==> config.mk <==
export PLATFORM = sky130hd
export DESIGN_NAME = led_panel_capture_flat
export DESIGN_NICKNAME = d
export VERILOG_FILES = /design/src/rtl/led_panel_pkg.sv /design/src/rtl/led_panel_capture_if.sv /design/src/rtl/led_panel_sync_edge.sv /design/src/rtl/led_panel_capture.sv /design/src/flat_wrapper.sv
export SDC_FILE = /design/constraint.sdc
export NUM_CORES = 1
export LEC_CHECK = 0
export CAP_MARGIN = 5
export CORE_ASPECT_RATIO = 0.7
export CORE_MARGIN = 5
export CORE_UTILIZATION = 34
export DETAILED_ROUTE_END_ITERATION = 8
export GPL_ROUTABILITY_DRIVEN = 0
export PLACE_DENSITY = 0.59
export SETUP_SLACK_MARGIN = 0.02
export SKIP_LAST_GASP = 1
export SYNTH_ARGS = -nofsm -noshare
export SYNTH_HDL_FRONTEND = slang
export SYNTH_HIERARCHICAL = 1
export SYNTH_SLANG_ARGS = --single-unit
==> constraint.sdc <==
create_clock -name clk -period 15.4 [get_ports clk]
set_clock_uncertainty 0.1 [all_clocks]
set_input_delay 3.08 -clock clk [delete_from_list [all_inputs] [get_ports clk]]
set_output_delay 3.08 -clock clk [all_outputs]
set_load 0.02 [all_outputs]
==> src/rtl/led_panel_pkg.sv <==
// rtl/led_panel_pkg.sv - shared HUB panel constants and types
package led_panel_pkg;
    localparam int PANEL_COLS      = 32;
    localparam int PANEL_ROW_ADDRS = 4;
    localparam int PANEL_HALF_ROWS = 8;
    localparam int ROW_W           = $clog2(PANEL_ROW_ADDRS);
    localparam int HALF_W          = $clog2(PANEL_HALF_ROWS);

    typedef logic [ROW_W-1:0] row_addr_t;

    typedef struct packed {
        logic red;
        logic green;
        logic blue;
    } rgb_t;
endpackage

==> src/rtl/led_panel_capture_if.sv <==
// rtl/led_panel_capture_if.sv - HUB panel pin bundle (driver is master, capture is slave)
interface led_panel_capture_if;
    logic       sclk_in;
    logic       latch_in;
    logic       blank_in;
    logic       aclk_in;
    logic       arst_in;
    logic [2:0] rgb_in;

    modport master (output sclk_in, latch_in, blank_in, aclk_in, arst_in, rgb_in);
    modport slave  (input  sclk_in, latch_in, blank_in, aclk_in, arst_in, rgb_in);
endinterface

==> src/rtl/led_panel_sync_edge.sv <==
// rtl/led_panel_sync_edge.sv - N-stage synchronizer with rise/fall detect on the last stage
module led_panel_sync_edge #(
    parameter int   STAGES    = 2,
    parameter logic RESET_VAL = 1'b0
) (
    input  logic clk,
    input  logic reset,
    input  logic d,
    output logic q,
    output logic rise,
    output logic fall
);
    logic [STAGES-1:0] chain;
    logic              prev;

    always_ff @(posedge clk) begin
        if (reset) begin
            chain <= {STAGES{RESET_VAL}};
            prev  <= RESET_VAL;
        end else begin
            chain <= {chain[STAGES-2:0], d};
            prev  <= chain[STAGES-1];
        end
    end

    assign q    = chain[STAGES-1];
    assign rise = q & ~prev;
    assign fall = ~q & prev;
endmodule

==> src/rtl/led_panel_capture.sv <==
// rtl/led_panel_capture.sv - passive HUB panel sink rebuilding the 8x32 image
module led_panel_capture
    import led_panel_pkg::*;
#(
    parameter int COLS        = PANEL_COLS,
    parameter int ROW_ADDRS   = PANEL_ROW_ADDRS,
    parameter int SYNC_STAGES = 2
) (
    input  logic                clk,
    input  logic                reset,
    led_panel_capture_if.slave  hub,
    input  logic [HALF_W-1:0]   rd_row,
    input  logic [4:0]          rd_col,
    output logic [2:0]          rd_rgb,
    output row_addr_t           row_addr,
    output logic                frame_done,
    output logic                lit,
    output logic                shift_err
);
    logic sclk_s, sclk_rise, sclk_fall;
    logic latch_s, latch_rise, latch_fall;
    logic blank_s, blank_rise, blank_fall;
    logic aclk_s, aclk_rise, aclk_fall;
    logic arst_s, arst_rise, arst_fall;
    logic [2:0] rgb_s, rgb_rise, rgb_fall;

    // Idle-high pins reset high so release never looks like an edge.
    led_panel_sync_edge #(.STAGES(SYNC_STAGES), .RESET_VAL(1'b1)) u_sclk (
        .clk(clk), .reset(reset), .d(hub.sclk_in),
        .q(sclk_s), .rise(sclk_rise), .fall(sclk_fall));
    led_panel_sync_edge #(.STAGES(SYNC_STAGES), .RESET_VAL(1'b0)) u_latch (
        .clk(clk), .reset(reset), .d(hub.latch_in),
        .q(latch_s), .rise(latch_rise), .fall(latch_fall));
    led_panel_sync_edge #(.STAGES(SYNC_STAGES), .RESET_VAL(1'b1)) u_blank (
        .clk(clk), .reset(reset), .d(hub.blank_in),
        .q(blank_s), .rise(blank_rise), .fall(blank_fall));
    led_panel_sync_edge #(.STAGES(SYNC_STAGES), .RESET_VAL(1'b0)) u_aclk (
        .clk(clk), .reset(reset), .d(hub.aclk_in),
        .q(aclk_s), .rise(aclk_rise), .fall(aclk_fall));
    led_panel_sync_edge #(.STAGES(SYNC_STAGES), .RESET_VAL(1'b1)) u_arst (
        .clk(clk), .reset(reset), .d(hub.arst_in),
        .q(arst_s), .rise(arst_rise), .fall(arst_fall));

    for (genvar b = 0; b < 3; b++) begin : g_rgb
        led_panel_sync_edge #(.STAGES(SYNC_STAGES), .RESET_VAL(1'b0)) u_rgb (
            .clk(clk), .reset(reset), .d(hub.rgb_in[b]),
            .q(rgb_s[b]), .rise(rgb_rise[b]), .fall(rgb_fall[b]));
    end

    logic unused_edges;
    assign unused_edges = ^{sclk_s, latch_s, latch_fall, blank_rise, blank_fall,
                            aclk_s, aclk_fall, arst_rise, arst_fall, rgb_rise, rgb_fall};

    logic [2:0][COLS-1:0] lo, hi;
    logic [5:0]           fall_cnt, rise_cnt;
    rgb_t                 frame [PANEL_HALF_ROWS][COLS];
    logic [HALF_W-1:0]    up_row, low_row;

    assign up_row  = HALF_W'(row_addr);
    assign low_row = up_row + HALF_W'(ROW_ADDRS);

    always_ff @(posedge clk) begin
        if (reset) begin
            lo         <= '0;
            hi         <= '0;
            fall_cnt   <= '0;
            rise_cnt   <= '0;
            shift_err  <= 1'b0;
            frame_done <= 1'b0;
            lit        <= 1'b0;
            row_addr   <= '0;
            rd_rgb     <= '0;
            for (int r = 0; r < PANEL_HALF_ROWS; r++)
                for (int c = 0; c < COLS; c++)
                    frame[r][c] <= '0;
        end else begin
            frame_done <= latch_rise && (row_addr == ROW_W'(ROW_ADDRS - 1));
            lit        <= ~blank_s;
            rd_rgb     <= frame[rd_row][rd_col];

            if (arst_s)
                row_addr <= '0;
            else if (aclk_rise)
                row_addr <= (row_addr == ROW_W'(ROW_ADDRS - 1)) ? '0 : row_addr + ROW_W'(1);

            for (int b = 0; b < 3; b++) begin
                if (sclk_fall) lo[b] <= {lo[b][COLS-2:0], rgb_s[b]};
                if (sclk_rise) hi[b] <= {hi[b][COLS-2:0], rgb_s[b]};
            end

            // A shift coinciding with the latch is copied pre-shift and counts toward the next row.
            if (latch_rise) begin
                for (int k = 0; k < COLS; k++) begin
                    frame[up_row][k]  <= {hi[2][k], hi[1][k], hi[0][k]};
                    frame[low_row][k] <= {lo[2][k], lo[1][k], lo[0][k]};
                end
                if (fall_cnt != 6'(COLS) || rise_cnt != 6'(COLS))
                    shift_err <= 1'b1;
                fall_cnt <= sclk_fall ? 6'd1 : 6'd0;
                rise_cnt <= sclk_rise ? 6'd1 : 6'd0;
            end else begin
                if (sclk_fall && fall_cnt != 6'd63) fall_cnt <= fall_cnt + 6'd1;
                if (sclk_rise && rise_cnt != 6'd63) rise_cnt <= rise_cnt + 6'd1;
            end
        end
    end
endmodule

==> src/flat_wrapper.sv <==
// flat-port wrapper written by rule: the top's interface ports become plain ports
module led_panel_capture_flat import led_panel_pkg::*;
#(
    parameter int COLS        = PANEL_COLS,
    parameter int ROW_ADDRS   = PANEL_ROW_ADDRS,
    parameter int SYNC_STAGES = 2
)
  (clk, reset, rd_row, rd_col, rd_rgb, row_addr, frame_done, lit, shift_err, hub_sclk_in, hub_latch_in, hub_blank_in, hub_aclk_in, hub_arst_in, hub_rgb_in);
  led_panel_capture_if hub_i ();
  input  logic clk;
  input  logic reset;
  input  logic [HALF_W-1:0] rd_row;
  input  logic [4:0] rd_col;
  output logic [2:0] rd_rgb;
  output row_addr_t row_addr;
  output logic frame_done;
  output logic lit;
  output logic shift_err;
  input wire logic [$bits(hub_i.sclk_in)-1:0] hub_sclk_in;
  input wire logic [$bits(hub_i.latch_in)-1:0] hub_latch_in;
  input wire logic [$bits(hub_i.blank_in)-1:0] hub_blank_in;
  input wire logic [$bits(hub_i.aclk_in)-1:0] hub_aclk_in;
  input wire logic [$bits(hub_i.arst_in)-1:0] hub_arst_in;
  input wire logic [$bits(hub_i.rgb_in)-1:0] hub_rgb_in;
  assign hub_i.sclk_in = hub_sclk_in;
  assign hub_i.latch_in = hub_latch_in;
  assign hub_i.blank_in = hub_blank_in;
  assign hub_i.aclk_in = hub_aclk_in;
  assign hub_i.arst_in = hub_arst_in;
  assign hub_i.rgb_in = hub_rgb_in;
  led_panel_capture #(.COLS(COLS), .ROW_ADDRS(ROW_ADDRS), .SYNC_STAGES(SYNC_STAGES)) u_core (.clk(clk), .reset(reset), .hub(hub_i), .rd_row(rd_row), .rd_col(rd_col), .rd_rgb(rd_rgb), .row_addr(row_addr), .frame_done(frame_done), .lit(lit), .shift_err(shift_err));
endmodule
After elaboration in Yosys (flattened, before gate mapping) --
Memory sizes are Yosys's and may differ from the RTL's. Index checks and enable logic that the tools add are counted.
Cells by class: add/subtract/negate cells 4, magnitude comparators 1, equality and inequality tests 5, multiplexer cells 21, bitwise operators 10, reductions and logical operators 10
Operators with widths (number):
- $mux 96 | 2
- $reduce_or 96->1 | 2
- $mux 6 | 4
- $ne 6x6->1 const B | 4
- $bmux 3 s5 | 1
- $add 6x1->6 const B | 2
- $mux 3 | 4
- $mux 1 | 9
- $ge 6x6->1 const B | 1
- $not 5->6 | 1
- $not 1->1 | 5
- $and 1x1->1 | 4
- $reduce_bool 2->1 | 2
- $add 2x3->3 const B | 1
- $logic_and 1x1->1 | 3
- $add 2x1->2 const B | 1
- $eq 2x2->1 const B | 1
- $mux 2 | 1
- $reduce_and 2->1 | 1
- $reduce_or 2->1 | 1
- $logic_or 1x1->1 | 1
Word-level totals: flip-flop bits (word level) 231, memory bits (writable) 768, input bits 18, output and inout bits 8, word-level logic and storage cells 76, memories kept 1
Memory list:
- u_core.frame | depth 8, width 96, rd ports 1, clocked after Yosys merged registers in 0, write ports 8, RTL line led_panel_capture.sv:56 | rgb_t frame [PANEL_HALF_ROWS][COLS];

Logic depth before layout (Yosys ltp) --
Gate-level depths: netlist of the first run.
depth after elaboration 7, gate-level depth with buffers 11, depth with buffers taken out 7

Modules after synthesis --
Netlist of the first run, hierarchy kept.
By module, submodules not included:
- led_panel_capture | times used 1, cells each 3087, area an instance 42600.9 µm², seq. area each 27306.2 µm²
- led_panel_sync_edge (u_core.g_rgb[0].u_rgb ...) | times used 5, cells each 8, area an instance 91.3 µm², seq. area each 60.1 µm²
- led_panel_sync_edge (u_core.u_arst ...) | times used 3, cells each 8, area an instance 92.6 µm², seq. area each 60.1 µm²

Least setup slack after synthesis of the first run --
OpenSTA, ideal clock, no wires.
path kind input port to flip-flop, start point in reset, end point mem u_core/frame[0][0] in the netlist's numbering, enable pin, library setup time 0.551 ns, data arrival time 7.459 ns, required time 14.749 ns, slack 7.290 ns, stages 3, buffers on the path 2, cells stage by stage clkbuf_1 clkbuf_1 a21o_1
RTL lines:
- from (decl) | RTL line flat_wrapper.sv:11 | input logic reset;
- to (decl) | RTL line led_panel_capture.sv:56

Worst setup path in the final report of the first run --
start point in rd_row[0], end point reg u_core.rd_rgb[1]
Between the ends: cells in the longest elaborated chain, start to end 4
Ends and longest elaborated chain:
- from (decl) | RTL line flat_wrapper.sv:12 | input logic [HALF_W-1:0] rd_row;
- $mem_v2 8x96
- $bmux 3 s5 | RTL line led_panel_capture.sv:79 | rd_rgb <= frame[rd_row][rd_col];
- $mux 3 (not written as such) (2 in series) | RTL line led_panel_capture.sv:79
- to (signal assigned) | RTL line led_panel_capture.sv:79
- to (decl) | RTL line led_panel_capture.sv:14 | output logic [2:0] rd_rgb,
Every way passes these cells. The select of a mux whose other input is x is not followed. A chain may end at the register's enable or synchronous reset.

==> impl_metrics.tcl, run 1 <==
set metrics [dict create \
    vias 26225 \
    detailed_place_hpwl_um 62300 \
    die_w_um 436 \
    slew_headroom_pct 13.0 \
    grt_pass1_vias 25692 \
    worst_r2r_path_depth 5 \
    firstDrtPassIters 5 \
    post_dp_cell_area_um2 44700 \
    antenna_found_initial 3 \
    cts_buffer_depth 3 \
    worstPathCellList "buf_8 > buf_4 > buf_4 > mux2i_1 > o221ai_1 > o22ai_1 > o21ai_0 > a31oi_1 > o21ai_0" \
    crit_path_end "u_core/rd_rgb[1]" \
    avgSynthCellArea_um2 13.8 \
    start_util_pct 34.2 \
    max_stage_delay_ns 1.00 \
    grt_max_degree 282 \
    clockRootBuffer "clkbuf_16" \
    tns_ns 0 \
    via_per_inst 5.53 \
    nets 3032 \
    cp_max_fo 61 \
    cp_data_arrival_time_ns 7.28 \
    cp-start-kind "input pin" \
    area_delta_synth_final_pct 10.4 \
    finalHoldViolCount 0 \
    die_h_um 308 \
    post-place-ws_ns 8.01 \
    routed_wl_um 117000 \
    fmax_ghz 0.147 \
    die-area_um2 134000 \
    cpLargestDelayFamily "buffers and inverters" \
    startpoint "rd_row[0]" \
    io_buffers 25 \
    clk_pin_slew_ns 0.06 \
    h-tree-depth 3 \
    ctsHoldBuffers 0 \
    wl_per_cell_um 24.7 \
    clk_latency_ns 0.69 \
    hp-class "reg -> reg" \
    vdd_drop_max_v 0.0000826 \
    finalPower_mw 5.61 \
    cp.depth 9 \
    min_period_ns 6.79 \
    syn_nets 3155 \
    yosys_warnings 6 \
    p_per_area_nw_per_um2 118 \
    fin_area_um2 47600 \
    maxSlewViolCount 0 \
    grt_usage_pct 17.1 \
    globalRoute.totalOverflow 0 \
    row_count 109 \
    cts_tree "done" \
    ant_nets 0 \
    post_cts_buffers 0 \
    reg2reg_from "u_core/row_addr[0]" \
    finalWorstSetupSlack_ns 8.61 \
    r2r_slack_ns 10.97 \
    drtIter0Drc 2757 \
    end_kind "flop" \
    cts.sinks 999 \
    cts_inserted_buffers 92 \
    slowest_stage "o21ai_0" \
    syn_inst 3129 \
    grt_pass1_wl_um 175000 \
    drcViolationCount 0 \
    rsz0062_at_grt "false" \
    cap_violations 0 \
    path_buf_inv 3 \
    cts-resized-gates 0 \
    status "completed" \
    finalSetupViolations 0 \
    layout_worst_path_cycle_share_pct 44.1 \
    cellLeakagePower_nw 19.3 \
    drive_above_1_share_pct 10.3 \
    r2r-end "u_core/frame[4][39]" \
    syn_area_um2 43100 \
    crit_type "in -> reg" \
    ios 26 \
    core-area_um2 126000 \
    worstPathRequired_ns 15.89 \
    tightest_slew_ns 1.31 \
]
[how the worst min path moves through the flow]
stage	startpoint	endpoint	slack, ns	cells past startpoint
3_3_place_gp	u_core/u_blank/chain[1]	u_core/lit	0.27	1
3_5_place_dp	u_core/u_blank/chain[1]	u_core/lit	0.29	1
4_1_cts	u_core/u_blank/chain[1]	u_core/lit	0.29	1
6_report	u_core/u_blank/chain[1]	u_core/lit	0.29	1
2_1_floorplan	u_core/u_blank/chain[1]	u_core/lit	0.26	1
5_1_grt	u_core/u_blank/chain[1]	u_core/lit	0.32	1
[state kept, by name, indices dropped and copies added (netlist names), 2 cells and up]
register                  flops
u_core/u_latch/chain          2
u_core/u_aclk/chain           2
u_core/row_addr               2
u_core/u_blank/chain          2
u_core/lo                    96
u_core/hi                    96
u_core/u_sclk/chain           2
u_core/frame                768
u_core/fall_cnt               6
u_core/rise_cnt               6
u_core/u_arst/chain           2
u_core/g_rgb.u_rgb/chain      6
u_core/rd_rgb                 3
[worst register-to-register path, cell delays in order (launching register included)]
cell     delay (ns)
dfxtp_1        0.41
inv_1          0.20
ha_4           0.77
a21o_4         0.73
buf_4          0.89
buf_4          0.85
[report_power, final]
group | internal [mW] | leakage (nW) | total, mW | switching (mW)
registers | 2.97 | 9.82 | 2.99 | 0.0223
clock network | 1.28 | 1.46 | 2.29 | 1.01
logic | 0.0993 | 8.05 | 0.321 | 0.221
total | 4.35 | 19.3 | 5.61 | 1.25
[metal layers]
metal | vias to the layer above | wire length, µm | track usage [%] | share of wire, %
li1 | 11738 | - | - | -
met1 | 13372 | 55500 | 26.3 | 47
met2 | 975 | 48800 | 24.1 | 42
met3 | 136 | 11300 | 4.88 | 9.6
met4 | 4 | 1800 | 3.32 | 1.5
met5 | - | 27 | 0 | 0.023
[cell type report]
| class | count | area, µm² |
|---|---|---|
| clock inverters | 35 | 335 |
| diodes | 1 | 2.50 |
| multi-input cells | 1831 | 14200 |
| inverters | 8 | 30.0 |
| well taps | 1665 | 2080 |
| fillers | 11790 | 78500 |
| clock buffers | 131 | 2620 |
| repair buffers | 74 | 683 |
| flip-flops and latches | 999 | 27700 |
[cell usage in the layout, fill, tap and decap left out, types with 4 or more instances in the layout]
master / instances
a2111oi_0: 6
a211oi_1: 10
a21oi_1: 30
and2_1: 4
and3_1: 769
buf_12: 5
buf_4: 45
bufinv_16: 6
clkbuf_1: 23
clkbuf_16: 93
clkbuf_8: 15
clkdlybuf4s50_1: 21
clkinv_1: 7
clkinv_2: 18
dfxtp_1: 231
edfxtp_1: 768
ha_1: 4
ha_4: 4
inv_1: 6
mux2i_1: 374
mux4_2: 106
nand2_1: 45
nand3_1: 8
nand4_1: 9
nor2_1: 229
nor2b_1: 18
nor3_1: 17
nor4_1: 7
o21ai_0: 17
o221ai_1: 42
o22ai_1: 58
o31ai_1: 4
or2_1: 7
or3_1: 7
xor2_1: 6
[per-stage QoR]
stage,hold WS [ns],utilization (%),cells
2_1_floorplan,0.263,-,3129
3_3_place_gp,0.266,35.4,4576
3_5_place_dp,0.288,35.4,4577
4_1_cts,0.293,37.8,4743
5_1_grt,0.320,37.8,4743
6_report,0.293,37.8,4744
No activity file was read; power rests on OpenSTA's default activity.
==> run 2: changes to the inputs <==
==> constraint.sdc (replaced) <==
create_clock -name clk -period 6.38 [get_ports clk]
set_clock_uncertainty 0.1 [all_clocks]
set_input_delay 1.276 -clock clk [delete_from_list [all_inputs] [get_ports clk]]
set_output_delay 1.276 -clock clk [all_outputs]
set_load 0.02 [all_outputs]
==> run 2 against run 1 <==
Effect of this change: die area did not move; sequential share of layout area fell by 0.42 points; final area rose by 0.72%; power rose by 150%; sequential cell count did not move; non-clock buffer count did not move; setup slack got worse by 6.3 ns; combinational power rose by 150%; largest cell class unchanged.
==> impl_metrics.tcl, run 2 (synthesized netlist as in run 1, its figures left out) <==
set metrics [dict create \
    status "completed" \
    detailed_place_hpwl_um 61600 \
    ctsHoldBuffers 0 \
    routed_wl_um 113000 \
    pwr-share-clk_pct 41.8 \
    tightest_slew_ns 1.29 \
    met3WireLength_um 9360 \
    cts_buffer_depth 3 \
    antenna_found_initial 0 \
    start_util_pct 34.2 \
    grt_max_degree 254 \
    cp-start-kind "input pin" \
    wl_met1_um 54500 \
    final_common_cell "and3_1" \
    largest_registers "u_core/frame (768), u_core/hi (96), u_core/lo (96)" \
    p_sw_share_pct 22.3 \
    area_delta_synth_final_pct 11.2 \
    drtIter0Drc 2607 \
    grt_pass1_wl_um 168000 \
    core-area_um2 126000 \
    maxSlewViolCount 0 \
    finalHoldViolCount 0 \
    clockRootBuffer "clkbuf_16" \
    clk_pin_slew_ns 0.06 \
    p_per_area_nw_per_um2 287 \
    vias 25997 \
    p_sw_mw 3.06 \
    ios 26 \
    die_h_um 308 \
    diodes 0 \
    clk_latency_ns 0.69 \
    finalSetupViolations 0 \
    top_register "u_core/frame" \
    hp-class "reg -> reg" \
    globalRoute.totalOverflow 0 \
    cts-resized-gates 0 \
    crit_type "in -> reg" \
    io_buffers 25 \
    die-area_um2 134000 \
    ant_nets 0 \
    firstDrtPassIters 6 \
    slew_headroom_pct 14.1 \
    end_kind "flop" \
    cellLeakagePower_nw 19.5 \
    p_seq_share_pct 52.5 \
    rsz0062_at_grt "false" \
    cp_data_arrival_time_ns 4.55 \
    fill_cells 11724 \
    drive_above_1_share_pct 10.5 \
    drcViolationCount 0 \
    combPwrFrac_pct 5.7 \
    min_period_ns 4.07 \
    layout_worst_path_cycle_share_pct 63.8 \
    largest_reg_flops 768 \
    cp_max_fo 19 \
    top_layer "met4" \
    die_w_um 436 \
    tns_ns 0 \
    worstPathRequired_ns 6.86 \
    grt_usage_pct 16.3 \
    row_count 109 \
    p_int_mw 10.7 \
    vdd_drop_max_v 0.000190 \
    fmax_ghz 0.246 \
    h-tree-depth 3 \
    nets 3035 \
    timing.hold.ws_ns 0.277 \
    post_cts_buffers 0 \
    via_per_inst 5.47 \
    grt_pass1_vias 24707 \
    dr_wl_met2_um 46800 \
    cts.sinks 999 \
    cts_tree "done" \
    layout_common_cells "769 x and3_1, 768 x edfxtp_1, 374 x mux2i_1" \
    cap_violations 0 \
    cts_inserted_buffers 95 \
    wl_per_cell_um 23.7 \
]
-- run 2: worst paths after layout --
check                                from             endpoint  slack (ns)  cells past startpoint
setup reg to reg       u_core/row_addr[0]  u_core/frame[4][52]        2.79                      5
setup / recovery                rd_row[2]     u_core/rd_rgb[2]        2.31                      8
hold / removal    u_core/u_blank/chain[1]           u_core/lit        0.28                      1
hold reg to reg   u_core/u_blank/chain[1]           u_core/lit        0.28                      1
-- run 2: power by group through the flow --
stage | sequential, mW | clock [mW] | combinational, mW
after floorplan | 7.38 | 0 | 0.484
after global placement | 7.36 | 0 | 0.787
after detailed placement | 7.37 | 0 | 0.785
after CTS | 7.22 | 5.85 | 0.787
after global routing | 7.24 | 6.12 | 0.829
final | 7.22 | 5.74 | 0.787
-- run 2: metal layers --
layer | up-vias | GRT usage (%)
met5 | - | 0
met4 | 0 | 3.41
met2 | 878 | 22.8
li1 | 11758 | -
met1 | 13232 | 25.3
met3 | 129 | 4.33
-- run 2: final cells by class --
class / instances / area [µm²] / share of cell area [%]
inverters: 8 / 30.0 / 0.0626
repair buffers: 74 / 848 / 1.77
flip-flops and latches: 999 / 27700 / 57.7
clock inverters: 50 / 463 / 0.965
clock buffers: 128 / 2680 / 5.58
well taps: 1665 / 2080 / 4.34
multi-input cells: 1831 / 14200 / 29.6
-- run 2: critical path, cell delays in order --
cell             delay [ns]
clkdlybuf4s50_1        0.63
buf_4                  0.32
nand3_1                0.83
o22ai_1                0.12
a2111oi_0              1.00
nor4_1                 0.12
nand4_1                0.15
o22ai_1                0.08
-- run 2: through the flow --
stage	setup slack [ns]	total power [mW]	util, %	cells	area, µm²
3_5_place_dp	1.72	8.15	35.5	4577	44800
2_1_floorplan	0.0740	7.86	-	3129	43100
5_1_grt	2.31	14.2	38.0	4755	48000
3_3_place_gp	1.85	8.15	35.5	4577	44800
4_1_cts	2.47	13.9	38.0	4755	48000
6_report	2.31	13.8	38.0	4755	48000
